==> config.mk <==
export PLATFORM = sky130hd
export DESIGN_NAME = seq_input_conditioner
export DESIGN_NICKNAME = d
export VERILOG_FILES = /design/src/rtl/seq_pkg.sv /design/src/rtl/bit_synchronizer.sv /design/src/rtl/seq_input_conditioner.sv
export SDC_FILE = /design/constraint.sdc
export NUM_CORES = 1
export LEC_CHECK = 0
export ABC_AREA = 1
export ABC_CLOCK_PERIOD_IN_PS = 3400
export CAP_MARGIN = 40
export CELL_PAD_IN_SITES_DETAIL_PLACEMENT = 0
export CELL_PAD_IN_SITES_GLOBAL_PLACEMENT = 1
export CORE_AREA = 10 10 94 55
export CTS_CLUSTER_DIAMETER = 50
export DETAILED_ROUTE_END_ITERATION = 8
export DIE_AREA = 0 0 104 65
export PLACE_DENSITY_LB_ADDON = 0.1
export SKIP_LAST_GASP = 1
export SLEW_MARGIN = 20
export SYNTH_ARGS = -nofsm -noshare
export SYNTH_HDL_FRONTEND = slang
export SYNTH_SLANG_ARGS = --single-unit
==> constraint.sdc <==
create_clock -name clock -period 3.4 [get_ports clock]
set_clock_uncertainty 0.15 [all_clocks]
set_input_delay 0.34 -clock clock [delete_from_list [all_inputs] [get_ports clock]]
set_output_delay 0.34 -clock clock [all_outputs]
set_load 0.05 [all_outputs]
==> src/rtl/seq_pkg.sv <==
// Shared definitions for the input conditioner: debounce FSM encodings and
// default synchroniser / debounce depths.
package seq_pkg;

    typedef enum logic [1:0] {
        STABLE_LOW  = 2'b00,
        PEND_HIGH   = 2'b01,
        STABLE_HIGH = 2'b11,
        PEND_LOW    = 2'b10
    } state_t;

    localparam int DEFAULT_SYNC_STAGES     = 2;
    localparam int DEFAULT_DEBOUNCE_CYCLES = 16;

endpackage

==> src/rtl/bit_synchronizer.sv <==
// Multi-flop synchroniser for a single asynchronous bit. The input feeds the
// first flop directly so no combinational logic sits ahead of the chain.
module bit_synchronizer #(
    parameter int STAGES = 2
) (
    input  logic clock,
    input  logic reset,
    input  logic d,
    output logic q
);

    logic [STAGES-1:0] chain;

    // NOTE: sequential state uses non-blocking assignments so every flop
    // samples the pre-edge value of its neighbour, giving a true shift chain.
    always_ff @(posedge clock or posedge reset) begin
        if (reset) chain <= '0;
        else       chain <= {chain[STAGES-2:0], d};
    end

    assign q = chain[STAGES-1];

endmodule

==> src/rtl/seq_input_conditioner.sv <==
// Synchronises and debounces a raw pad bit into a clean level for the "1111"
// detector, with registered edge pulses and a saturating glitch counter.
module seq_input_conditioner
    import seq_pkg::*;
#(
    parameter int SYNC_STAGES     = DEFAULT_SYNC_STAGES,
    parameter int DEBOUNCE_CYCLES = DEFAULT_DEBOUNCE_CYCLES,
    parameter int CNT_W           = 5,
    parameter int GLITCH_W        = 8
) (
    input  logic                clock,
    input  logic                reset,
    input  logic                raw_in,
    input  logic                glitch_clr,
    output logic                level_out,
    output logic                rise_pulse,
    output logic                fall_pulse,
    output logic [GLITCH_W-1:0] glitch_count
);

    localparam logic [CNT_W-1:0]    CNT_LAST   = CNT_W'(DEBOUNCE_CYCLES - 1);
    localparam logic [GLITCH_W-1:0] GLITCH_MAX = '1;

    logic                s;
    logic                accept;
    logic                glitch_event;
    logic                level_next;
    logic                rise_next;
    logic                fall_next;
    logic [CNT_W-1:0]    cnt;
    logic [CNT_W-1:0]    cnt_next;
    logic [GLITCH_W-1:0] glitch_next;
    state_t              state;
    state_t              next_state;

    bit_synchronizer #(
        .STAGES (SYNC_STAGES)
    ) u_sync (
        .clock (clock),
        .reset (reset),
        .d     (raw_in),
        .q     (s)
    );

    // With DEBOUNCE_CYCLES=1 the first pending cycle already matches.
    assign accept = (cnt == CNT_LAST);

    always_ff @(posedge clock or posedge reset) begin
        if (reset) state <= STABLE_LOW;
        else       state <= next_state;
    end

    always_comb begin
        // NOTE: default assignment first so no path leaves next_state unassigned,
        // which would otherwise infer a latch.
        next_state = state;
        case (state)
            STABLE_LOW:  if (s) next_state = PEND_HIGH;
            PEND_HIGH:   if (!s) next_state = STABLE_LOW;
                         else if (accept) next_state = STABLE_HIGH;
            STABLE_HIGH: if (!s) next_state = PEND_LOW;
            PEND_LOW:    if (s) next_state = STABLE_HIGH;
                         else if (accept) next_state = STABLE_LOW;
            default:     next_state = STABLE_LOW;
        endcase
    end

    always_comb begin
        cnt_next     = cnt;
        level_next   = level_out;
        rise_next    = 1'b0;
        fall_next    = 1'b0;
        glitch_event = 1'b0;
        case (state)
            STABLE_LOW:  if (s) cnt_next = '0;
            PEND_HIGH: begin
                if (!s) glitch_event = 1'b1;
                else if (accept) begin
                    level_next = 1'b1;
                    rise_next  = 1'b1;
                end else cnt_next = cnt + CNT_W'(1);
            end
            STABLE_HIGH: if (!s) cnt_next = '0;
            PEND_LOW: begin
                if (s) glitch_event = 1'b1;
                else if (accept) begin
                    level_next = 1'b0;
                    fall_next  = 1'b1;
                end else cnt_next = cnt + CNT_W'(1);
            end
            default: cnt_next = '0;
        endcase

        // Clear outranks a coincident glitch; the count sticks at all-ones.
        if (glitch_clr)                                     glitch_next = '0;
        else if (glitch_event && glitch_count != GLITCH_MAX) glitch_next = glitch_count + GLITCH_W'(1);
        else                                                glitch_next = glitch_count;
    end

    always_ff @(posedge clock or posedge reset) begin
        if (reset) begin
            cnt          <= '0;
            level_out    <= 1'b0;
            rise_pulse   <= 1'b0;
            fall_pulse   <= 1'b0;
            glitch_count <= '0;
        end else begin
            cnt          <= cnt_next;
            level_out    <= level_next;
            rise_pulse   <= rise_next;
            fall_pulse   <= fall_next;
            glitch_count <= glitch_next;
        end
    end

endmodule

==> reports/results.ini <==
[setup_path]
cpLargestDelayFamily = buffers and inverters
critPathBufInv = 1
path_class = reg2out
path_cells = clkdlybuf4s50_1
crit_arrival_ns = 1.53
critPathMaxStageDelay_ns = 0.84
cp-start-kind = flip-flop
cp_slowest_cell = clkdlybuf4s50_1
crit_path_end_kind = primary output
required_ns = 2.91
path_max_fanout = 6

[timing]
final-hold-violation-count = 0
fin_crit_ns = 2.02
tightest_slew_ns = 0.502
slew_violations = 0
max-slew-margin-rel = 0.664
setup_slack_ns = 1.38
finalSetupViolCount = 0
rsz0062_at_grt = no
timing.setup.tns_ns = 0
fmax_mhz = 494
period_share = 0.595

[routing]
routed_via_density = 4.30
wl_per_cell_um = 11.5
via_count = 984
drt_iter0_markers = 57
wirelength_mm = 2.64
dr.pass1.iters = 4
ant_nets = 0
route.detailed.drc = 0

[power]
p_leak_uw = 0.000739
switchingPower_uw = 330
vdd_ir_drop_max_mv = 0.196
p_total_uw = 815
clock_power_share = 0.223
seq_power_share = 0.385
p_int_uw = 485
sw_frac_of_total = 0.405
combPwrFrac = 0.392
power.density_nw_per_um2 = 560

[cts]
cts_setup_buffers = 0
cts-buffers-inserted = 3
clk_latency_ns = 0.26
clockBufferDepth = 2
cts_max_level = 1
cts_tree = built
clkTransAtPathRegs_ns = 0.07
holdBufCountCts = 0
post_cts_resized = 0
root_buffer = clkbuf_8
cts.sinks = 20

[global_routing]
overflow = 0
grtUsageTotal = 0.0809
grt_max_degree = 12
grt_pass1_wl_mm = 4.49
antenna_found_initial = 0
grt_pass1_vias = 958

[logic_synthesis]
netlist_area_um2 = 1190
syn_nets = 170
syn_inst = 158
synth-seq-area-share = 0.419
ys_seq_elements = 20
synth.area.top_cells = dfrtp_1 (42%), nand2_1 (16%), ha_1 (8.4%), nand3_1 (6.7%), inv_1 (6.6%)
yosys.cell_types.count = 25
synth_top_area_cell = dfrtp_1
yosys_warnings = 0
syn_avg_cell_area_um2 = 7.55
synth.top_cell.area_share = 0.419

[job]
cap_violations = 0

[cells_and_area]
nets = 188
drive_gt1_frac = 0.0857
syn_to_final_growth_pct = 22.0
final_cell_mix = nand2_1 (50), inv_1 (21), dfrtp_1 (20), nand3_1 (16), nor2_1 (15)
final_common_cell = nand2_1
n_antenna_cell = 0

[place]
place_ws_ns = 1.64
post-dp-hpwl_mm = 2.11
port_buffers = 14
gp_congestion = 0.770

[min_path]
hp-class = reg2reg

[floorplan]
die_area_um2 = 6760
coreArea_um2 = 3640
die_h_um = 65
start_util = 0.328
row_count = 16
die_w_um = 104
ios = 15

[status]
status = finished clean

cell type report:
type,instances,area [um2]
clock buffer,4,55.1
multi-input combinational,112,587
fill,390,2190
tap,54,67.6
timing repair buffer,15,155
inverter,24,91.3
sequential,20,500
routing by layer:
layer  vias to the layer above  track usage  wire (um)
met5                         -            0          0
met4                         0       0.0276         31
met3                         4       0.0335        131
met2                        16        0.117        984
met1                       441        0.106       1490
li1                        523            -          -
cells in the mapped netlist:
library cell,count
inv_1,21
clkbuf_1,1
clkinv_2,1
ha_1,8
nand3_2,1
nand3b_1,1
nand2_2,1
o21bai_1,1
dfrtp_1,20
nand2_4,3
xor2_1,1
o21ai_2,1
buf_6,1
nand2_1,50
nor2_4,1
inv_2,1
o21ai_0,3
nand4_1,2
nor2_1,15
o21ai_1,5
or2_2,1
nor3_1,1
nand3_1,16
clkinv_1,1
a21oi_1,1
path summary, 6_finish.rpt:
check,start,to,slack [ns],cells past startpoint
max reg2reg,cnt[0],cnt[3],1.65,8
min,u_sync.chain[0],u_sync.chain[1],0.21,0
min reg2reg,u_sync.chain[0],u_sync.chain[1],0.21,0
min in group asynchronous,reset,state[1],0.23,2
max,glitch_count[3],glitch_count[3],1.38,1
max in group asynchronous,reset,fall_pulse,2.45,3
logic make-up (layout without fill, tap and decap cells):
| group | after synthesis | after routing | synth area share |
|---|---|---|---|
| adder cells (fa/ha/maj) | 8 | 8 | 0.0839 |
| AO/OA/AOI/OAI | 11 | 11 | 0.0514 |
| flip-flops | 20 | 20 | 0.419 |
| XOR/XNOR | 1 | 1 | 0.00734 |
| buffers and inverters | 26 | 43 | 0.0891 |
| AND/OR/NAND/NOR | 92 | 92 | 0.349 |
state kept, by name (all words and copies together), names as in the netlist:
name	count
state	2
u_sync.chain	2
level_out	1
rise_pulse	1
fall_pulse	1
glitch_count	8
cnt	5
power groups by stage:
stage	logic (uW)	registers [uW]	clock network, uW
finish	320	314	182
global route	362	321	201
CTS	322	314	190
detailed placement	320	319	0
global placement	316	316	0
floorplan	230	328	0
through the flow:
stage                     std cells  hold slack [ns]  instance area, um2  utilization
after global routing            229            0.227                1460        0.400
after detailed placement        225            0.193                1400        0.385
after floorplan                 158            0.154                1190            -
final                           229            0.214                1460        0.400
after CTS                       229            0.220                1460        0.400
after global placement          224            0.196                1390        0.380
Power figures use the tool's default switching activity.
